**src/rtl/runner_motion.sv**
```systemverilog
// Vertical motion controller for the runner: turns decoder movement codes into height, pose and landing pulse.
// Optional apex hold is enabled by defining RUNNER_MOTION_HANG_EN.
module runner_motion #(
  parameter int BIG_H      = 64,
  parameter int SMALL_H    = 32,
  parameter int STEP       = 4,
  parameter int DROP_STEP  = 16,
  parameter int HANG_TICKS = 4
) (
  input  logic       clk,
  input  logic       reset,
  input  logic [2:0] movement,
  input  logic       tick,
  output logic [7:0] y_pos,
  output logic       crouching,
  output logic       airborne,
  output logic       landed
);

  localparam logic [2:0] MV_BIG    = 3'b001;
  localparam logic [2:0] MV_SMALL  = 3'b010;
  localparam logic [2:0] MV_CROUCH = 3'b011;
  localparam logic [2:0] MV_DROP   = 3'b100;

  localparam logic [7:0] BIG_H8  = 8'(BIG_H);
  localparam logic [7:0] SMALL_H8 = 8'(SMALL_H);
  localparam logic [7:0] STEP8   = 8'(STEP);
  localparam logic [7:0] DROP8   = 8'(DROP_STEP);

  if (STEP < 1 || STEP > 64 || DROP_STEP < 1 || DROP_STEP > 64 ||
      BIG_H > 255 || SMALL_H > 255 || HANG_TICKS < 1 || HANG_TICKS > 255) begin : g_param_chk
    $error("runner_motion: parameter out of range");
  end

  typedef enum logic [2:0] {
    S_GROUND,
    S_CROUCH,
    S_RISE,
    S_FALL,
    S_DROP
`ifdef RUNNER_MOTION_HANG_EN
    , S_HANG
`endif
  } state_t;

  state_t     state, state_nxt;
  logic [7:0] target, target_nxt;
  logic [7:0] y_nxt;
  logic       landed_nxt, crouch_nxt, air_nxt;
  logic [8:0] rise_sum;
  logic [7:0] fall_d;

`ifdef RUNNER_MOTION_HANG_EN
  localparam logic [7:0] HANG_LAST = 8'(HANG_TICKS - 1);
  logic [7:0] hang_cnt, hang_nxt;
`endif

  // State and datapath registers
  always_ff @(posedge clk or negedge reset) begin
    if (!reset) begin
      state     <= S_GROUND;
      target    <= '0;
      y_pos     <= '0;
      landed    <= 1'b0;
      crouching <= 1'b0;
      airborne  <= 1'b0;
`ifdef RUNNER_MOTION_HANG_EN
      hang_cnt  <= '0;
`endif
    end else begin
      state     <= state_nxt;
      target    <= target_nxt;
      y_pos     <= y_nxt;
      landed    <= landed_nxt;
      crouching <= crouch_nxt;
      airborne  <= air_nxt;
`ifdef RUNNER_MOTION_HANG_EN
      hang_cnt  <= hang_nxt;
`endif
    end
  end

  // Next state: a command transition always pre-empts the tick motion in the same clk
  always_comb begin
    state_nxt  = state;
    target_nxt = target;
    y_nxt      = y_pos;
    landed_nxt = 1'b0;
`ifdef RUNNER_MOTION_HANG_EN
    hang_nxt   = hang_cnt;
`endif
    rise_sum = {1'b0, y_pos} + {1'b0, STEP8};
    fall_d   = (state == S_DROP) ? DROP8 : STEP8;
    case (state)
      S_GROUND: begin
        case (movement)
          MV_BIG:    begin state_nxt = S_RISE; target_nxt = BIG_H8;   end
          MV_SMALL:  begin state_nxt = S_RISE; target_nxt = SMALL_H8; end
          MV_CROUCH: state_nxt = S_CROUCH;
          default:   ;
        endcase
      end
      S_CROUCH: if (movement != MV_CROUCH) state_nxt = S_GROUND;
      S_RISE: begin
        if (movement == MV_DROP) state_nxt = S_DROP;
        else if (tick) begin
          if (rise_sum >= {1'b0, target}) begin
            y_nxt = target;
`ifdef RUNNER_MOTION_HANG_EN
            state_nxt = S_HANG;
            hang_nxt  = '0;
`else
            state_nxt = S_FALL;
`endif
          end else begin
            y_nxt = rise_sum[7:0];
          end
        end
      end
`ifdef RUNNER_MOTION_HANG_EN
      S_HANG: begin
        if (movement == MV_DROP) state_nxt = S_DROP;
        else if (tick) begin
          hang_nxt = hang_cnt + 8'd1;
          if (hang_cnt == HANG_LAST) state_nxt = S_FALL;
        end
      end
`endif
      S_FALL, S_DROP: begin
        if (state == S_FALL && movement == MV_DROP) state_nxt = S_DROP;
        else if (tick) begin
          if (y_pos <= fall_d) begin
            y_nxt      = '0;
            state_nxt  = S_GROUND;
            landed_nxt = 1'b1;
          end else begin
            y_nxt = y_pos - fall_d;
          end
        end
      end
      default: state_nxt = S_GROUND;
    endcase
  end

  // Pose flags are registered copies of the next state decode
  always_comb begin
    crouch_nxt = (state_nxt == S_CROUCH);
    air_nxt    = (state_nxt != S_GROUND) && (state_nxt != S_CROUCH);
  end

endmodule
```
**config.mk**
```make
export PLATFORM = sky130hd
export DESIGN_NAME = runner_motion
export DESIGN_NICKNAME = d
export VERILOG_FILES = /design/src/rtl/runner_motion.sv
export SDC_FILE = /design/constraint.sdc
export NUM_CORES = 1
export LEC_CHECK = 0
export BUFFER_PORTS_ARGS = -buffer_cell sky130_fd_sc_hd__buf_2
export CAP_MARGIN = 20
export CORE_MARGIN = 4
export CORE_UTILIZATION = 59
export DETAILED_ROUTE_END_ITERATION = 12
export PLACE_DENSITY = 0.83
export SYNTH_ARGS = -nofsm -noshare
export SYNTH_HDL_FRONTEND = slang
export SYNTH_SLANG_ARGS = --single-unit
```
**constraint.sdc**
```tcl
create_clock -name clk -period 5.4 [get_ports clk]
set_input_delay 0.54 -clock clk [delete_from_list [all_inputs] [get_ports clk]]
set_output_delay 0.54 -clock clk [all_outputs]
set_load 0.03 [all_outputs]
```
==> impl_metrics.py, run 1 <==
metrics = {
    "finish": {
        "fillers": 143,
        "stdcell_count": 157,
        "final_core_util_pct": 68.9,
        "diodes": 0,
        "final_cell_mix": "14 x dfrtp_1, 14 x buf_2, 11 x nand2_1",
        "drive_gt1_share_pct": 21.2,
        "nets": 145,
        "area_growth_pct": 11.1,
    },
    "routing": {
        "drc": 0,
        "dr.pass1.iters": 7,
        "vias": 952,
        "wire_per_inst_um": 14.7,
        "ant_nets": 0,
        "routed_via_density": 6.06,
        "drt_iter0_markers": 30,
        "wl_um": 2310,
    },
    "floorplan": {
        "row_count": 15,
        "initial_utilization_pct": 62.0,
        "core-area_sq_mm": 0.00171,
        "dieArea_sq_mm": 0.00254,
        "die_w_um": 50.4,
        "ioPinCount": 17,
        "die_h_um": 50.4,
    },
    "global_route": {
        "grt_pass1_wl_um": 3860,
        "grt_pass1_vias": 891,
        "grt_usage_pct": 19.6,
        "grt_max_degree": 15,
        "antenna_found_initial": 0,
        "grt-ovfl-total": 0,
    },
    "logic_synthesis": {
        "synth_sequential_area_ratio_pct": 33.1,
        "ys_ff_latch": 14,
        "ys_types": 50,
        "netlist_instances": 117,
        "postSynthAreaPerCell_sq_um": 9.05,
        "yosysWarnings": 0,
        "syn-cell-area_sq_mm": 0.00106,
    },
    "clock_network": {
        "cts.sinks": 14,
        "cts_made_buffers": 3,
        "clk-insertion-delay-late_ns": 0.28,
        "cts_resized": 0,
        "cts-root-buf": "clkbuf_4",
        "cts_hold_buf": 0,
        "cts_setup_buffers": 0,
        "h-tree-depth": 1,
        "cts_tree": "yes",
        "clk_pin_slew_ns": 0.08,
        "clk_path_buf_depth": 2,
    },
    "sta": {
        "fin_tns_setup_ns": 0,
        "rsz0062_at_grt": "no",
        "drv_slew": 0,
        "max_slew_margin_pct": 60.6,
        "setup_violations": 0,
        "timing.final.crit_share_pct": 46.9,
        "hold_viol": 0,
        "clock_skew_ns": 0.00513,
        "post-route-min-period_ns": 2.53,
        "worstMarginPinSlew_ns": 0.585,
        "clock.fmax_mhz": 395,
    },
    "place": {
        "dpl.cell_count": 153,
        "io_buffers": 14,
        "hpwl_um": 1830,
        "gp_congestion": 0.872,
    },
    "critical_path": {
        "crit_type": "register to register",
        "end_kind": "register",
        "cp_data_required_time_ns": 5.59,
        "start_kind": "register",
        "cp.arrival_ns": 2.72,
        "cp_max_fo": 7,
    },
    "run": {
        "drv_cap": 0,
    },
    "hold_path": {
        "holdCritPathClass": "input pin to asynchronous set/reset pin",
    },
    "power_and_ir_drop": {
        "power_density_mw_per_mm2": 610,
        "p_leak_uw": 0.000508,
        "irDropWorstVdd_v": 0.000330,
    },
    "run_status": {
        "status": "finished clean",
    },
}
-- logic make-up after synthesis --
| group | after synthesis | share of synthesized area [%] |
|---|---|---|
| simple gates | 44 | 26.5 |
| compound gates | 35 | 24.2 |
| flops | 14 | 33.1 |
| buf+inv | 13 | 5.44 |
| fa+ha+maj | 6 | 7.09 |
| xor+xnor | 4 | 3.31 |
| other cells | 1 | 0.354 |
-- metal layers --
metal  GRT usage, %  part of all wire [%]
met4           7.17                   1.2
met3           2.67                   6.1
met5              0                     0
met2           33.7                    50
met1           25.0                    43
-- sequential cells by signal, indices dropped and copies added (netlist names) --
signal / cells
crouching: 1
airborne: 1
y_pos: 6
state: 3
landed: 1
target: 2
-- metrics by stage --
stage	worst slack [ns]	total power (uW)	area (sq um)	hold WS [ns]
floorplan	2.95	536	1060	0.244
global placement	3.04	624	1140	0.456
detailed placement	2.90	638	1140	0.462
CTS	2.88	715	1180	0.152
global route	2.66	775	1180	0.153
finish	2.87	718	1180	0.148
-- power by group --
| part | switching, uW | internal, uW |
|---|---|---|
| clock network | 33.3 | 41.0 |
| logic | 273 | 168 |
| registers | 58.8 | 144 |
| total | 365 | 353 |
-- synthesized netlist by cell type, drive strengths merged --
master	count	area share [%]
o21ai	5	2.7
or2	1	0.59
o2111ai	1	0.83
o221ai	2	1.7
buf	3	1.9
nor4	3	1.8
o311ai	1	1.5
a21o	2	1.5
a32oi	1	0.83
a211o	1	0.83
a21oi	7	3.7
inv	9	3.2
a311oi	1	0.83
a22oi	1	0.71
o21bai	2	1.4
o32ai	1	0.83
o211ai	1	0.71
a31oi	1	0.59
nor3b	2	1.9
clkbuf	1	0.35
o21a	2	1.4
nor2b	4	2.4
and4	1	0.95
nand3	3	1.4
and3	1	1.1
xor2	2	1.7
nor2	6	2.1
nor3	2	2.0
nand3b	2	1.4
xnor2	2	1.7
nor4b	1	2.2
and3b	1	0.83
ha	6	7.1
dfrtp	14	33
o2bb2ai	1	0.83
conb	1	0.35
a211oi	3	2.1
or3b	1	0.83
and2b	1	0.71
nand2	11	3.9
nand2b	4	2.4
o22ai	2	1.2
-- critical path, cell delays in order, from the launching register on --
cell,delay (ns)
dfrtp_1,0.44
ha_1,0.32
nand3_1,0.13
xnor2_1,0.24
ha_1,0.28
and4_2,0.25
nor3_4,0.19
o21ai_1,0.16
nor2b_1,0.17
o311ai_2,0.26
-- path summary, 6_finish.rpt --
kind                       slack, ns  cells after the start        end         from
max                             2.87                      9   y_pos[5]     y_pos[3]
min                             0.15                      1   state[1]        reset
min reg2reg                     0.52                      1  crouching     state[2]
max reg2reg                     2.87                      9   y_pos[5]     y_pos[3]
max in group asynchronous       5.00                      1   y_pos[4]        reset
min in group clk                0.46                      2  crouching  movement[2]
-- layout make-up --
class                      count  area [sq um]  share of cell area [%]
inverter                       9          33.8                    2.87
clock buffer                   4          36.3                    3.09
timing repair buffer          14          70.1                    5.96
multi-input combinational     91           654                    55.6
sequential                    14           350                    29.8
tap                           25          31.3                    2.66
Power figures use the tool's default switching activity.
==> run 2: changes to the inputs <==
--- a/config.mk
+++ b/config.mk
@@ -8,9 +8,9 @@
 export BUFFER_PORTS_ARGS = -buffer_cell sky130_fd_sc_hd__buf_2
 export CAP_MARGIN = 20
 export CORE_MARGIN = 4
-export CORE_UTILIZATION = 59
+export CORE_UTILIZATION = 55
 export DETAILED_ROUTE_END_ITERATION = 12
-export PLACE_DENSITY = 0.83
+export PLACE_DENSITY = 0.78
 export SYNTH_ARGS = -nofsm -noshare
 export SYNTH_HDL_FRONTEND = slang
 export SYNTH_SLANG_ARGS = --single-unit
==> constraint.sdc (replaced) <==
create_clock -name clk -period 2.64 [get_ports clk]
set_input_delay 0.264 -clock clk [delete_from_list [all_inputs] [get_ports clk]]
set_output_delay 0.264 -clock clk [all_outputs]
set_load 0.03 [all_outputs]
==> impl_metrics.py, run 2 (same netlist as run 1, synthesis figures left out) <==
metrics = {
    "run_status": {
        "status": "finished clean",
    },
    "finish": {
        "largest_reg_flops": 6,
        "top_regs": "y_pos: 6 flops, state: 3 flops, target: 2 flops",
        "largest_register": "y_pos",
        "final_core_util_pct": 67.1,
        "final_area_sq_mm": 0.00120,
        "fillers": 141,
        "nets": 147,
        "diodes": 0,
        "area_growth_pct": 13.0,
        "final_cell_mix": "14 x dfrtp_1, 14 x buf_2, 11 x nand2_1",
        "drive_gt1_share_pct": 22.4,
    },
    "place": {
        "place_area_sq_mm": 0.00115,
        "gp_congestion": 0.962,
        "hpwl_um": 1720,
        "io_buffers": 14,
        "preCtsSetupSlack_ns": 0.150,
    },
    "hold_path": {
        "min_from": "movement[2]",
        "holdCritPathClass": "input pin to register",
        "hold_path_end": "crouching",
        "whs_path_depth": 2,
    },
    "sta": {
        "setup_violations": 0,
        "clock_skew_ns": 0.00578,
        "hold_viol": 0,
        "fin_tns_setup_ns": 0,
        "post-route-min-period_ns": 2.43,
        "worstMarginPinSlew_ns": 0.566,
        "clock.fmax_mhz": 411,
        "max_slew_margin_pct": 61.9,
        "fin_ws_ns": 0.209,
        "rsz0062_at_grt": "no",
        "drv_slew": 0,
        "timing.final.crit_share_pct": 92.1,
    },
    "floorplan": {
        "ioPinCount": 17,
        "dieArea_sq_mm": 0.00269,
        "row_count": 15,
        "initial_utilization_pct": 59.4,
        "die_h_um": 51.9,
        "core-area_sq_mm": 0.00178,
        "die_w_um": 51.9,
    },
    "clock_network": {
        "cts-root-buf": "clkbuf_4",
        "clk_path_buf_depth": 2,
        "cts.sinks": 14,
        "h-tree-depth": 1,
        "cts_made_buffers": 3,
        "clk_pin_slew_ns": 0.09,
        "cts_tree": "yes",
        "cts_setup_buffers": 0,
        "clk-insertion-delay-late_ns": 0.29,
    },
    "power_and_ir_drop": {
        "p_leak_uw": 0.000515,
        "clkPwrFrac_pct": 10.8,
        "switchingPower_uw": 739,
        "switching_share_pct": 50.3,
        "pwr-share-seq_pct": 26.9,
        "p_int_uw": 731,
        "power_density_mw_per_mm2": 1230,
        "p_comb_share_pct": 62.4,
        "irDropWorstVdd_v": 0.000662,
    },
    "global_route": {
        "grt_usage_pct": 19.1,
        "grtUsageMet1_pct": 25.9,
        "grt_max_degree": 15,
        "grtUsageMet3_pct": 4.58,
        "busiest_layer": "met2",
        "antenna_found_initial": 0,
        "grt_pass1_vias": 841,
        "grt-ovfl-total": 0,
        "use_met2_pct": 28.7,
        "grt_pass1_wl_um": 3760,
    },
    "routing": {
        "drc": 0,
        "drt_iter0_markers": 28,
        "wire_per_inst_um": 14.1,
        "wl_um": 2250,
        "ant_nets": 0,
        "dr.pass1.iters": 5,
        "vias": 915,
        "routed_via_density": 5.75,
    },
    "critical_path": {
        "start_kind": "register",
        "critPathMaxStageDelay_ns": 0.44,
        "cp_cell_sequence": "ha_2 -> nand3_1 -> xnor2_1 -> ha_1 -> and4_2 -> nor3_4 -> o21ai_1 -> nor2b_1 -> o311ai_2",
        "reg2reg_slack_ns": 0.21,
        "r2r-end": "y_pos[5]",
        "crit_type": "register to register",
        "crit_buf_inv": 0,
        "cp_top_family": "simple AND/OR/NAND/NOR gates",
        "reg2reg_from": "y_pos[3]",
        "cp.arrival_ns": 2.63,
        "reg2reg_depth": 9,
        "cp_data_required_time_ns": 2.84,
        "end_kind": "register",
        "cp_max_fo": 7,
        "crit_path_top_delay_cell": "dfrtp_1",
    },
    "run": {
        "drv_cap": 0,
    },
}
==> run 2: changes by cell type in the layout (fill, tap and decap cells not counted), sizes merged <==
cell and delta:
dlygate4sd3 +1, buf +1
==> run 2: what timing repair did <==
item	in CTS	in global routing
gates resized for setup	0	1
endpoints found under the setup margin	0	1
hold buffers	1	0
endpoints found under the hold margin	14	0
==> run 2: worst max path at each step <==
stage                        start  endpoint  slack, ns  depth (start not counted)
after floorplan           y_pos[3]  y_pos[5]       0.19                          9
after global placement    y_pos[3]  y_pos[5]       0.27                          9
after detailed placement  y_pos[3]  y_pos[5]       0.15                          9
after CTS                 y_pos[3]  y_pos[5]       0.13                          9
after global routing      state[0]  state[1]       0.01                          8
final                     y_pos[3]  y_pos[5]       0.21                          9
==> run 2: layout make-up <==
| type | count | area, sq um | area share (%) |
|---|---|---|---|
| clock buffers | 4 | 36.3 | 3.03 |
| multi-input cells | 91 | 657 | 54.9 |
| well taps | 25 | 31.3 | 2.62 |
| repair buffers | 16 | 87.6 | 7.32 |
| flip-flops and latches | 14 | 350 | 29.3 |
| inverters | 9 | 33.8 | 2.82 |
==> run 2: through the flow <==
step,std cells,hold WS (ns),total power (uW)
after floorplan,118,-0.0316,1100
after global placement,154,0.170,1300
after detailed placement,154,0.181,1300
after CTS,159,0.178,1470
after global routing,159,0.176,1600
final,159,0.191,1470
==> run 2: worst reg2reg max path, stage by stage (launching register included) <==
cell	delay, ns
dfrtp_1	0.44
ha_2	0.28
nand3_1	0.10
xnor2_1	0.20
ha_1	0.28
and4_2	0.25
nor3_4	0.19
o21ai_1	0.15
nor2b_1	0.18
o311ai_2	0.27
==> run 2: routing by layer <==
| metal | routed length [um] | part of all wire, % | vias to the layer above |
|---|---|---|---|
| met1 | 1070 | 47 | 424 |
| met3 | 106 | 4.7 | 6 |
| li1 | - | - | 462 |
| met4 | 43 | 1.9 | 0 |
| met2 | 1030 | 46 | 23 |
| met5 | 0 | 0 | - |
==> run 2: power groups by stage <==
stage          combinational (uW)  sequential (uW)  clock [uW]
5_1_grt                      1020              409         173
4_1_cts                       914              392         162
3_5_place_dp                  908              397           0
6_report                      917              395         158
2_1_floorplan                 627              469           0
3_3_place_gp                  905              394           0
